<file path="src/rtl/button_debounce.sv">
// button_debounce
//   Turns one raw, bouncing push-button into clean single-cycle control
//   strobes. The raw input passes through a 2-flop synchronizer, then a
//   stability-counter debounce. A hold-to-repeat FSM produces auto-fire
//   strobes while the button is held.
//
// Ports
//   iClk     system clock; all state changes on its rising edge
//   iRst_n   asynchronous, active-low reset
//   iButton  raw asynchronous button input
//   oLevel   debounced level, 1 = pressed (polarity normalised)
//   oPress   one-cycle strobe on accepted press
//   oRelease one-cycle strobe on accepted release
//   oRepeat  one-cycle strobe on press, then at each auto-repeat interval
module button_debounce #(
  parameter int ACTIVE_LOW      = 1,
  parameter int DEBOUNCE_CYCLES = 250000,
  parameter int REPEAT_DELAY    = 25000000,
  parameter int REPEAT_PERIOD   = 5000000,
  parameter int CNT_W           = 25
) (
  input  logic iClk,
  input  logic iRst_n,
  input  logic iButton,
  output logic oLevel,
  output logic oPress,
  output logic oRelease,
  output logic oRepeat
);

  // Raw value of an idle (not pressed) button.
  localparam logic REST_RAW = (ACTIVE_LOW != 0) ? 1'b1 : 1'b0;
  localparam bit   RPT_EN   = (REPEAT_DELAY != 0);

  localparam logic [CNT_W-1:0] DB_TC     = CNT_W'(DEBOUNCE_CYCLES - 1);
  localparam logic [CNT_W-1:0] DELAY_TC  = RPT_EN ? CNT_W'(REPEAT_DELAY - 1) : '0;
  localparam logic [CNT_W-1:0] PERIOD_TC = CNT_W'(REPEAT_PERIOD - 1);

  typedef enum logic [1:0] {
    IDLE,
    DELAY,
    REPEAT
  } rptState_t;

  logic             sync_p0;
  logic             sync_p1;
  logic             pressedSync;
  logic [CNT_W-1:0] dbCnt;
  logic             levelDiffers;
  logic             dbTerm;
  logic             acceptPress;
  logic             acceptRelease;

  rptState_t        rptState;
  rptState_t        rptStateNext;
  logic [CNT_W-1:0] rptCnt;
  logic [CNT_W-1:0] rptCntNext;
  logic             repeatNext;

  // Stage p0/p1: two-flop synchronizer, reset to the idle raw value so that
  // deassertion never looks like a press.
  always_ff @(posedge iClk or negedge iRst_n) begin
    if (!iRst_n) begin
      sync_p0 <= REST_RAW;
      sync_p1 <= REST_RAW;
    end else begin
      sync_p0 <= iButton;
      sync_p1 <= sync_p0;
    end
  end

  assign pressedSync   = sync_p1 ^ REST_RAW;
  assign levelDiffers  = (pressedSync != oLevel);
  assign dbTerm        = (dbCnt == DB_TC);
  assign acceptPress   = levelDiffers && dbTerm && pressedSync;
  assign acceptRelease = levelDiffers && dbTerm && !pressedSync;

  // Debounce stage: the counter only runs while the synchronized input
  // disagrees with the accepted level; any agreement restarts it.
  always_ff @(posedge iClk or negedge iRst_n) begin
    if (!iRst_n) begin
      dbCnt    <= '0;
      oLevel   <= 1'b0;
      oPress   <= 1'b0;
      oRelease <= 1'b0;
    end else begin
      oPress   <= acceptPress;
      oRelease <= acceptRelease;
      if (!levelDiffers) begin
        dbCnt <= '0;
      end else if (dbTerm) begin
        dbCnt  <= '0;
        oLevel <= pressedSync;
      end else begin
        dbCnt <= dbCnt + 1'b1;
      end
    end
  end

  // Repeat FSM state register.
  always_ff @(posedge iClk or negedge iRst_n) begin
    if (!iRst_n) begin
      rptState <= IDLE;
      rptCnt   <= '0;
      oRepeat  <= 1'b0;
    end else begin
      rptState <= rptStateNext;
      rptCnt   <= rptCntNext;
      oRepeat  <= repeatNext;
    end
  end

  // Release has priority over any terminal count in the same cycle, so a
  // release never emits a trailing repeat strobe.
  always_comb begin
    rptStateNext = rptState;
    rptCntNext   = rptCnt;
    repeatNext   = 1'b0;
    if (acceptRelease) begin
      rptStateNext = IDLE;
      rptCntNext   = '0;
    end else begin
      case (rptState)
        IDLE: begin
          if (acceptPress) begin
            repeatNext = 1'b1;
            rptCntNext = '0;
            if (RPT_EN) rptStateNext = DELAY;
          end
        end
        DELAY: begin
          if (rptCnt == DELAY_TC) begin
            repeatNext   = 1'b1;
            rptCntNext   = '0;
            rptStateNext = REPEAT;
          end else begin
            rptCntNext = rptCnt + 1'b1;
          end
        end
        REPEAT: begin
          if (rptCnt == PERIOD_TC) begin
            repeatNext = 1'b1;
            rptCntNext = '0;
          end else begin
            rptCntNext = rptCnt + 1'b1;
          end
        end
        default: begin
          rptStateNext = IDLE;
          rptCntNext   = '0;
        end
      endcase
    end
  end

endmodule

</file>
<file path="config.mk">
export PLATFORM = sky130hd
export DESIGN_NAME = button_debounce
export DESIGN_NICKNAME = d
export VERILOG_FILES = /design/src/rtl/button_debounce.sv
export SDC_FILE = /design/constraint.sdc
export NUM_CORES = 1
export LEC_CHECK = 0
export CORE_UTILIZATION = 60
export CTS_CLUSTER_DIAMETER = 120
export DETAILED_ROUTE_END_ITERATION = 10
export MAX_ROUTING_LAYER = met4
export PLACE_DENSITY = 0.77
export SLEW_MARGIN = 40
export SYNTH_ARGS = -nofsm -noshare
export SYNTH_HDL_FRONTEND = slang
export SYNTH_SLANG_ARGS = --single-unit
</file>
<file path="constraint.sdc">
create_clock -name iClk -period 2.8 [get_ports iClk]
set_clock_uncertainty 0.1 [all_clocks]
set_input_delay 0.28 -clock iClk [delete_from_list [all_inputs] [get_ports iClk]]
set_output_delay 0.28 -clock iClk [all_outputs]
set_load 0.03 [all_outputs]
</file>
# Word level (Yosys, flattened, before mapping)
# Index checks and enable logic that the tools add are counted.
dict set report classes {
  n_addsub 2
  n_eq_ne 9
  muxes 16
  bitwise 1
  n_reduce_logical 6
}
# operator n
set ops {}
lappend ops {{25-bit two-way mux} 6}
lappend ops {{25-bit one-hot mux with 3 select lines} 1}
lappend ops {{25-bit by 1-bit adder with 25-bit output (second input constant)} 2}
lappend ops {{25-bit by 18-bit equality test with 1-bit output (second input constant)} 1}
lappend ops {{25-bit by 23-bit equality test with 1-bit output (second input constant)} 1}
lappend ops {{25-bit equality test (second input constant)} 1}
lappend ops {{2-bit two-way mux} 3}
lappend ops {{3-bit inequality test (second input constant)} 2}
lappend ops {{2-bit one-hot mux with 3 select lines} 1}
lappend ops {{1-bit two-way mux} 4}
lappend ops {{1-bit logical AND} 3}
lappend ops {{1-bit one-hot mux with 3 select lines} 1}
lappend ops {{3-bit AND reduction} 1}
lappend ops {{2-bit by 1-bit equality test with 1-bit output (second input constant)} 1}
lappend ops {{2-bit equality test (second input constant)} 1}
lappend ops {{2-bit logical NOT} 1}
lappend ops {{2-bit inequality test (second input constant)} 1}
lappend ops {{2-bit AND reduction} 1}
lappend ops {{1-bit inequality test} 1}
lappend ops {{1-bit NOT} 1}
dict set report totals {
  reg_bits 58
  out_inout_bits 4
}

# Longest topological paths before layout
# Gate-level depths: netlist (run 1).
dict set report logic_depth {
  ltp_word 7
  mapped_depth 8
  depth_no_buf 7
}

# Worst setup path after synthesis (run 1)
# OpenSTA, ideal clock, no wires.
dict set report synth_timing {
  path_type {register to register}
  from {register rptCnt[21]}
  to {register rptCnt[6]}
  setup_ns 0.128
  t_arrival_ns 2.048
  slack_ns 0.524
  stages_incl_launch_ff 8
  path_buffers 1
  period_less_slack_ns 2.276
  cell_sequence {dfrtp_1 or4b_1 or4_4 o21ai_4 a211oi_4 buf_6 a31oi_1 o31ai_1}
}
dict set report synth_between {
  elab_chain_len 4
}
# element line
set synth_lines {}
lappend synth_lines {{from (decl)} 56} ;# logic [CNT_W-1:0] rptCnt;
lappend synth_lines {{from (signal assigned)} 108} ;# rptCnt <= rptCntNext;
lappend synth_lines {{25-bit by 23-bit equality test with 1-bit output / 25-bit equality test (equally long branches)} {141, 132}}
lappend synth_lines {{25-bit two-way mux (on tied branches)} {141, 132}}
lappend synth_lines {{25-bit one-hot mux with 3 select lines (*)} 123} ;# case (rptState)
lappend synth_lines {{25-bit two-way mux (*)} 119} ;# if (acceptRelease) begin
# Mark *: on every way between the ends. The rest lies on a longest branch, timed or not.
# A chain may end at the register's enable or synchronous reset.

# Worst setup path after layout (run 1)
dict set report layout_timing {
  from {register dbCnt[18]}
  to {register rptCnt[5]}
}
dict set report layout_between {
  elab_chain_len 4
}
# element line
set layout_lines {}
lappend layout_lines {{from (decl)} 48} ;# logic [CNT_W-1:0] dbCnt;
lappend layout_lines {{from (signal assigned)} 95} ;# dbCnt <= dbCnt + 1'b1;
lappend layout_lines {{25-bit by 18-bit equality test with 1-bit output (*)} 74} ;# assign dbTerm = (dbCnt == DB_TC);
lappend layout_lines {{1-bit logical AND (*)} {75, 76}}
lappend layout_lines {{1-bit logical AND (on tied branches)} {75, 76}}
lappend layout_lines {{3-bit inequality test (no source line) / 25-bit two-way mux (equally long branches)} -}
# Marked as above.

==> results.py, run 1 <==
metrics = {
    "run_status": {
        "outcome": "complete, no violations",
    },
    "global_routing": {
        "track_usage_pct": 27.9,
        "grt_pass1_wl_mm": 11.0,
        "antenna_found_initial": 0,
        "grt-ovfl-total": 0,
        "grt_start_max_net_pins": 44,
        "grt_pass1_vias": 2361,
    },
    "final_layout": {
        "drive_gt1_share_pct": 12.1,
        "nNetsFinal": 361,
        "nFillCells": 387,
        "fin_util_pct": 72.5,
        "diodes": 0,
        "stdcell_count": 423,
        "syn_to_final_growth_pct": 12.8,
    },
    "die": {
        "start_util_pct": 64.2,
        "core_mm2": 0.00485,
        "dieWidth_um": 74.0,
        "core.rowCount": 25,
        "die_h_um": 74.0,
        "ios": 7,
        "die_area_mm2": 0.00548,
    },
    "timing": {
        "post-route-period-util_pct": 92.7,
        "worstMarginPinSlew_ns": 0.591,
        "hold_violations": 0,
        "timing.fmax_mhz": 385,
        "period_needed_ns": 2.60,
        "rsz0062_at_grt": "no",
        "slew_viol_final": 0,
        "max_slew_margin_pct": 60.3,
        "setup_viol": 0,
    },
    "setup_path": {
        "cpLargestDelayFamily": "compound AO/OA/AOI/OAI gates",
        "reg2reg_depth": 5,
        "path_buf_inv": 0,
        "r2r-start": "dbCnt[18]",
        "worst_path_largest_cell_delay_ns": 0.60,
        "reg2reg_to": "rptCnt[5]",
        "cp_cell_sequence": "nor4_1, nand4_1, o41ai_2, nand2_4, o311ai_1",
        "cpMaxStageDelayCell": "o41ai_2",
        "endpoint_kind": "flop",
        "arrival_ns": 2.73,
        "worst-setup-path-type": "reg2reg",
        "startpoint_type": "flop",
        "worst-path-max-fanout": 25,
        "cp.required_ns": 2.93,
        "reg2reg_slack_ns": 0.20,
        "cp_num_cells": 5,
        "cp-startpoint": "dbCnt[18]",
    },
    "synth": {
        "seq_area_frac_synth_pct": 46.7,
        "syn_inst": 328,
        "synth_ff_type": "dfrtp_1",
        "synth_top_cell_area_share_pct": 45.0,
        "synth_cell_types": 47,
        "netlist_area_mm2": 0.00311,
        "avgSynthCellArea_um2": 9.49,
        "synth_largest_area_cell": "dfrtp_1",
        "async_flop_share_pct": 100,
        "synth-seq-cells": 58,
        "synth.area.top_cells": "dfrtp_1 (45%), nand3_1 (5.1%), nand2_1 (4.2%), nor2_1 (4.1%), xor2_1 (3.1%)",
        "yosysWarnings": 0,
        "syn_nets": 338,
        "synth_edf_count": 0,
    },
    "cts": {
        "htreeDepth": 3,
        "cts_tree": "done",
        "cts_made_buffers": 9,
        "cts.sinks": 58,
        "ctsHoldBuffers": 1,
        "cts_buffer_depth": 2,
        "cts_resized": 0,
        "root_buffer": "clkbuf_8",
        "postCtsSetupRepairBufs": 0,
        "clkTransAtPathRegs_ns": 0.06,
        "clk_latency_ns": 0.34,
    },
    "hold_path": {
        "min_from": "iButton",
        "hp-class": "in2reg",
        "worstHoldEndpoint": "sync_p0",
        "holdPathStages": 1,
    },
    "power_and_ir_drop": {
        "switching_share_pct": 21.4,
        "peakVddDrop_uv": 338,
        "power.density_mw_per_mm2": 469,
        "p_sw_w": 0.000352,
        "pwr-share-seq_pct": 51.6,
        "power.total_w": 0.00165,
        "clkPwrFrac_pct": 46.3,
        "p_leak_nw": 1.41,
        "internal-power_w": 0.00129,
        "power.combinational.fraction_pct": 2.1,
    },
    "routing": {
        "vias_per_cell": 5.91,
        "routed_wl_mm": 6.57,
        "wl_per_cell_um": 15.5,
        "dr.first_iter.drc_count": 132,
        "drtPass1Iterations": 5,
        "antenna_left": 0,
        "drc": 0,
        "dr_total_vias": 2502,
    },
    "place": {
        "io_buffers": 6,
        "placed_cells": 406,
        "gp_congestion": 0.773,
        "dp_hpwl_mm": 4.46,
    },
    "run": {
        "drv_cap": 0,
    },
}
[layout by cell type, fill, tap and decap left out, types with 3 or more instances in the layout]
master,netlist,final
o311ai_1,10,10
clkdlybuf4s50_1,0,5
o21ai_0,5,5
nand3_1,32,32
nand2_1,35,35
buf_4,1,16
or3_1,6,6
nor4b_1,3,3
ha_1,7,7
dfrtp_1,56,56
nor2b_1,5,5
clkbuf_8,0,14
xnor2_1,9,9
and3_1,6,6
and2_1,11,11
or2_2,4,4
inv_1,10,10
nor3_1,5,5
and4_1,4,4
xor2_1,11,11
nor4_1,3,3
o31ai_1,10,10
a21oi_1,6,6
nand4_1,8,8
nor2_1,34,34
o21ai_1,4,4
a31oi_1,10,10
[cell usage after synthesis (6+ instances only)]
cell type  number
dfrtp_1        56
nand2_1        35
nor2_1         34
nand3_1        32
and2_1         11
xor2_1         11
a31oi_1        10
inv_1          10
o311ai_1       10
o31ai_1        10
xnor2_1         9
nand4_1         8
ha_1            7
a21oi_1         6
and3_1          6
or3_1           6
[routing by layer]
layer,up-vias,wire [um],global-route usage [%]
met5,-,0,-
met4,0,72,8.76
met3,10,257,9.76
met2,41,3170,41.7
met1,1216,3070,35.4
li1,1235,-,-
[registers in the layout, indices dropped and copies added (netlist names)]
| register | count |
|---|---|
| rptState | 2 |
| oRelease | 1 |
| oRepeat | 1 |
| rptCnt | 25 |
| sync_p0 | 1 |
| dbCnt | 25 |
| sync_p1 | 1 |
| oLevel | 1 |
| oPress | 1 |
[metrics by stage]
stage,hold slack (ns),instance area [um^2],setup TNS [ns],worst slack [ns]
2_1_floorplan,-0.116,3110,0,0.524
6_report,0.237,3510,0,0.205
3_3_place_gp,0.257,3280,-2.94,-0.164
3_5_place_dp,0.202,3300,0,0.231
4_1_cts,0.228,3510,0,0.225
5_1_grt,0.227,3510,0,0.0210
[layout make-up]
type / instances / area (um^2) / share of cell area [%]
Inverter: 10 / 37.5 / 1.07
Timing Repair Buffer: 22 / 180 / 5.13
Clock buffer: 15 / 196 / 5.59
Tap cell: 67 / 83.8 / 2.39
Multi-Input combinational cell: 250 / 1560 / 44.3
Clock inverter: 1 / 5.00 / 0.142
Sequential cell: 58 / 1450 / 41.4
[worst max path at each step]
stage / end / slack, ns
floorplan: rptCnt[6] / 0.52
global placement: rptCnt[3] / -0.16
detailed placement: rptCnt[5] / 0.23
CTS: rptCnt[5] / 0.22
global route: rptCnt[5] / 0.02
finish: rptCnt[5] / 0.20
[cell families (layout without fill, tap and decap cells)]
kind of cell	Yosys count	count (layout)	share of synthesized area, %
AOI/OAI and AO/OA	56	56	13.5
xor gates and xnor gates	20	20	5.62
adders and majority gates	7	7	2.81
and+or+nand+nor	167	167	28.0
buffers and inverters	20	48	3.33
DFF	58	58	46.7
[power by group through the flow]
stage / Combinational [W] / Sequential [W] / Clock [W]
finish: 0.0000351 / 0.000849 / 0.000762
global route: 0.0000409 / 0.000849 / 0.000815
CTS: 0.0000367 / 0.000849 / 0.000780
detailed placement: 0.0000353 / 0.000865 / 0
global placement: 0.0000343 / 0.000864 / 0
floorplan: 0.0000120 / 0.000863 / 0
Note: power is estimated with default switching activity, not from simulation.
==> run 2, diff against run 1 <==
--- a/config.mk
+++ b/config.mk
@@ -10,7 +10,7 @@
 export DETAILED_ROUTE_END_ITERATION = 10
 export MAX_ROUTING_LAYER = met4
 export PLACE_DENSITY = 0.77
-export SLEW_MARGIN = 40
+export SLEW_MARGIN = 15
 export SYNTH_ARGS = -nofsm -noshare
 export SYNTH_HDL_FRONTEND = slang
 export SYNTH_SLANG_ARGS = --single-unit
==> constraint.sdc (replaced) <==
create_clock -name iClk -period 2.8 [get_ports iClk]
set_clock_uncertainty 0.1 [all_clocks]
set_input_delay 0.28 -clock iClk [delete_from_list [all_inputs] [get_ports iClk]]
set_output_delay 0.28 -clock iClk [all_outputs]
set_load 0.02 [all_outputs]
==> results.py, run 2 (synthesis gave the netlist of run 1 again) <==
metrics = {
    "power_and_ir_drop": {
        "power.combinational.fraction_pct": 2.1,
        "clkPwrFrac_pct": 43.3,
        "p_leak_nw": 1.39,
        "pwr-share-seq_pct": 54.6,
        "peakVddDrop_uv": 255,
        "internal-power_w": 0.00121,
        "switching_share_pct": 22.2,
        "p_sw_w": 0.000346,
        "power.density_mw_per_mm2": 448,
    },
    "setup_path": {
        "reg2reg_to": "rptCnt[4]",
        "startpoint_type": "flop",
        "crit_path_end": "rptCnt[4]",
        "reg2reg_depth": 7,
        "path_buf_inv": 0,
        "cp_num_cells": 7,
        "worst-setup-path-type": "reg2reg",
        "cpLargestDelayFamily": "compound AO/OA/AOI/OAI gates",
        "endpoint_kind": "flop",
        "cp_cell_sequence": "ha_1, and4_1, nand4_1, o21ai_1, a211oi_2, nand3_1, o311ai_1",
        "cp.required_ns": 2.94,
        "reg2reg_slack_ns": 0.21,
        "worst_path_largest_cell_delay_ns": 0.89,
        "cp-startpoint": "rptCnt[0]",
        "arrival_ns": 2.73,
        "worst-path-max-fanout": 12,
        "r2r-start": "rptCnt[0]",
        "cpMaxStageDelayCell": "a211oi_2",
    },
    "final_layout": {
        "stdcell_count": 421,
        "diodes": 0,
        "drive_gt1_share_pct": 11.9,
        "fin_util_pct": 71.7,
        "mostFrequentLayoutCells": "dfrtp_1 (56), nand2_1 (35), nor2_1 (34)",
        "final_common_cell": "dfrtp_1",
        "syn_to_final_growth_pct": 11.6,
        "reg.largest.list": "dbCnt: 25 flops, rptCnt: 25 flops, rptState: 2 flops",
        "nNetsFinal": 360,
    },
    "die": {
        "die_h_um": 74.0,
        "start_util_pct": 64.2,
        "core_mm2": 0.00485,
        "dieWidth_um": 74.0,
        "die_area_mm2": 0.00548,
        "ios": 7,
        "core.rowCount": 25,
    },
    "timing": {
        "holdWs_ns": -0.0158,
        "hold_violations": 22,
        "max_slew_margin_pct": 33.3,
        "period_needed_ns": 2.59,
        "worstMarginPinSlew_ns": 0.999,
        "setup_viol": 0,
        "slew_viol_final": 0,
        "post-route-period-util_pct": 92.5,
        "timing.fmax_mhz": 386,
        "rsz0062_at_grt": "no",
    },
    "place": {
        "placed_cells": 404,
        "dp_hpwl_mm": 4.31,
        "io_buffers": 6,
        "gp_congestion": 0.773,
    },
    "global_routing": {
        "grt-ovfl-total": 0,
        "met3_usage_pct": 7.05,
        "track_usage_pct": 28.5,
        "grt_start_max_net_pins": 44,
        "grt_pass1_vias": 2370,
        "met2_usage_pct": 39.6,
        "busiest_layer": "met2",
        "antenna_found_initial": 0,
        "use_met1_pct": 39.3,
        "grt_pass1_wl_mm": 11.3,
    },
    "routing": {
        "drtPass1Iterations": 5,
        "wl_per_cell_um": 15.8,
        "routed_wl_mm": 6.66,
        "vias_per_cell": 6.02,
        "antenna_left": 0,
        "drc": 0,
        "dr.first_iter.drc_count": 230,
        "dr_total_vias": 2533,
    },
    "cts": {
        "cts_made_buffers": 9,
        "root_buffer": "clkbuf_8",
        "postCtsSetupRepairBufs": 1,
        "cts_resized": 0,
        "cts_tree": "done",
        "cts.sinks": 58,
        "ctsHoldBuffers": 0,
        "clkTransAtPathRegs_ns": 0.06,
        "clk_latency_ns": 0.34,
        "htreeDepth": 3,
        "cts_buffer_depth": 2,
    },
    "run_status": {
        "violations": "negative hold slack",
        "outcome": "complete, but fails checks",
    },
    "hold_path": {
        "hp-class": "in2async",
    },
    "run": {
        "drv_cap": 0,
    },
}
-- run 2: cell count changes in the layout (fill, tap and decap cells not counted), sizes merged --
cell         before  now
clkbuf           15   12
buf              16   15
a211oi            1    2
clkinv            1    3
dlygate4sd3       1    0
-- run 2: power by group through the flow --
stage | logic [W] | registers (W) | clock network, W
after global routing | 0.0000387 | 0.000850 | 0.000722
after global placement | 0.0000343 | 0.000864 | 0
after floorplan | 0.0000120 | 0.000863 | 0
after CTS | 0.0000345 | 0.000849 | 0.000691
after detailed placement | 0.0000344 | 0.000865 | 0
final | 0.0000329 | 0.000850 | 0.000675
-- run 2: final cells by class --
type,instances,area [um^2]
sequential,58,1450
fill,391,1370
inverter,10,37.5
timing repair buffer,20,160
multi-input combinational,251,1570
tap,67,83.8
clock buffer,12,155
clock inverter,3,15.0
-- run 2: stage by stage --
step           TNS, ns  hold WS [ns]  total power (W)  area, um^2  worst slack (ns)
3_3_place_gp     -2.94         0.257         0.000898        3280            -0.164
5_1_grt              0        0.0613          0.00161        3470            0.0392
2_1_floorplan        0        -0.116         0.000875        3110             0.524
3_5_place_dp     -4.80         0.267         0.000899        3280            -0.315
6_report             0       -0.0158          0.00156        3470             0.211
4_1_cts              0        0.0150          0.00158        3470             0.216
-- run 2: worst min-delay path by stage --
stage	from	end	slack (ns)	cells after the start
floorplan	iRst_n	dbCnt[0]	-0.12	0
global placement	sync_p0	sync_p1	0.26	0
detailed placement	sync_p0	sync_p1	0.27	0
CTS	iRst_n	dbCnt[15]	0.02	1
global route	iRst_n	dbCnt[7]	0.06	1
finish	iRst_n	dbCnt[6]	-0.02	1
-- run 2: metal layers --
metal / vias to the layer above / share of wire (%)
met3: 12 / 4.2
met5: - / 0
met2: 45 / 48
met1: 1240 / 46
li1: 1236 / -
met4: 0 / 1.6
-- run 2: worst register-to-register path: cells and delay by family, from the launching register on --
kind | cells | cell delay (ns)
compound gates | 3 | 1.22
fa+ha+maj | 1 | 0.22
flops | 1 | 0.38
simple gates | 3 | 0.58
==> run 3, diff against run 2 <==
--- a/config.mk
+++ b/config.mk
@@ -8,7 +8,6 @@
 export CORE_UTILIZATION = 60
 export CTS_CLUSTER_DIAMETER = 120
 export DETAILED_ROUTE_END_ITERATION = 10
-export MAX_ROUTING_LAYER = met4
 export PLACE_DENSITY = 0.77
 export SLEW_MARGIN = 15
 export SYNTH_ARGS = -nofsm -noshare
==> results.py, run 3 (synthesis gave the netlist of run 1 again) <==
metrics = {
    "run_status": {
        "outcome": "complete, but fails checks",
        "violations": "negative hold slack",
    },
    "place": {
        "gp_congestion": 0.763,
        "dp_hpwl_mm": 4.31,
        "dp_slack_ns": -0.315,
        "io_buffers": 6,
    },
    "die": {
        "core_mm2": 0.00485,
        "core.rowCount": 25,
        "die_area_mm2": 0.00548,
        "die_h_um": 74.0,
        "start_util_pct": 64.2,
        "ios": 7,
        "dieWidth_um": 74.0,
    },
    "routing": {
        "dr_total_vias": 2537,
        "drc": 0,
        "antenna_left": 0,
        "routed_wl_mm": 6.64,
        "drtPass1Iterations": 4,
        "dr.first_iter.drc_count": 211,
        "wl_per_cell_um": 15.8,
        "vias_per_cell": 6.03,
    },
    "cts": {
        "cts_resized": 0,
        "root_buffer": "clkbuf_8",
        "cts.sinks": 58,
        "cts_made_buffers": 9,
        "clk_latency_ns": 0.34,
        "htreeDepth": 3,
        "clkTransAtPathRegs_ns": 0.06,
        "cts_buffer_depth": 2,
        "cts_tree": "done",
    },
    "setup_path": {
        "reg2reg_depth": 5,
        "reg2reg_slack_ns": 0.22,
        "endpoint_kind": "flop",
        "cpMaxStageDelayCell": "o41ai_2",
        "worst_path_largest_cell_delay_ns": 0.56,
        "worst-setup-path-type": "reg2reg",
        "cp-startpoint": "dbCnt[18]",
        "startpoint_type": "flop",
        "worst-path-max-fanout": 25,
        "reg2reg_to": "rptCnt[5]",
        "cp_cell_sequence": "nor4_1, nand4_1, o41ai_2, nand2_4, o311ai_1",
        "cp.required_ns": 2.92,
        "arrival_ns": 2.71,
        "r2r-start": "dbCnt[18]",
    },
    "final_layout": {
        "nFillCells": 391,
        "final_common_cell": "dfrtp_1",
        "syn_to_final_growth_pct": 11.6,
        "mostFrequentLayoutCells": "dfrtp_1 (56), nand2_1 (35), nor2_1 (34)",
        "diodes": 0,
        "multi_input_area_mm2": 0.00157,
        "nNetsFinal": 360,
        "reg.largest.list": "dbCnt: 25 flops, rptCnt: 25 flops, rptState: 2 flops",
        "seq_area_mm2": 0.00145,
        "drive_gt1_share_pct": 11.9,
    },
    "timing": {
        "holdWs_ns": -0.0113,
        "worstMarginPinSlew_ns": 0.943,
        "setup_viol": 0,
        "timing.fmax_mhz": 387,
        "slew_viol_final": 0,
        "max_slew_margin_pct": 37.1,
        "rsz0062_at_grt": "no",
        "post-route-period-util_pct": 92.2,
        "hold_violations": 35,
        "period_needed_ns": 2.58,
        "finalWorstSetupSlack_ns": 0.218,
    },
    "power_and_ir_drop": {
        "peakVddDrop_uv": 255,
        "power.density_mw_per_mm2": 449,
        "p_leak_nw": 1.39,
        "power.total_w": 0.00156,
    },
    "global_routing": {
        "grt-ovfl-total": 0,
        "grt_start_max_net_pins": 44,
        "track_usage_pct": 27.6,
        "grt_pass1_wl_mm": 11.3,
        "grt_pass1_vias": 2376,
        "antenna_found_initial": 0,
    },
    "run": {
        "drv_cap": 0,
    },
    "hold_path": {
        "hp-class": "in2async",
    },
}
## run 3: how the worst max path moves through the flow
| stage | endpoint | slack [ns] | cells past startpoint |
|---|---|---|---|
| floorplan | rptCnt[6] | 0.52 | 7 |
| global placement | rptCnt[3] | -0.16 | 7 |
| detailed placement | rptCnt[5] | -0.31 | 7 |
| CTS | rptCnt[5] | 0.22 | 5 |
| global route | rptCnt[24] | 0.04 | 7 |
| finish | rptCnt[5] | 0.22 | 5 |
## run 3: report_power, final
group | total [W] | switching (W) | leakage [nW] | internal [W]
clock network | 0.000676 | 0.000317 | 0.0920 | 0.000360
registers | 0.000850 | 0.00000521 | 0.801 | 0.000845
logic | 0.0000333 | 0.0000257 | 0.497 | 0.00000761
total | 0.00156 | 0.000348 | 1.39 | 0.00121
## run 3: critical path, delay by kind of cell (launching register included)
family,cells,cell delay [ns]
AND/OR/NAND/NOR,3,0.96
flip-flops,1,0.43
AO/OA/AOI/OAI,2,0.95
## run 3: layer usage
metal	vias up	global-route usage, %	part of all wire [%]
met1	1231	39.2	47
met3	14	7.05	4.0
li1	1240	-	-
met2	52	39.8	47
met4	0	12.6	1.8
met5	-	0	0
## run 3: cell type report
cell class | count | share of cell area [%]
multi-input combinational | 251 | 45.2
sequential | 58 | 41.8
timing repair buffer | 20 | 4.61
clock buffer | 12 | 4.47
tap | 67 | 2.41
inverter | 10 | 1.08
clock inverter | 3 | 0.432
## run 3: stage by stage
step | area, um^2 | TNS, ns | hold WS [ns] | utilization [%] | std cells
finish | 3470 | 0 | -0.0113 | 71.7 | 421
global route | 3470 | 0 | 0.0617 | 71.7 | 421
CTS | 3470 | 0 | 0.0150 | 71.7 | 421
detailed placement | 3280 | -4.80 | 0.267 | 67.7 | 404
global placement | 3280 | -2.94 | 0.257 | 67.7 | 404
floorplan | 3110 | 0 | -0.116 | - | 328
## run 3: what timing repair did
action                                  CTS  global route
endpoints found under the setup margin   25             0
setup buffers                             1             0
hold buffers                              0             0
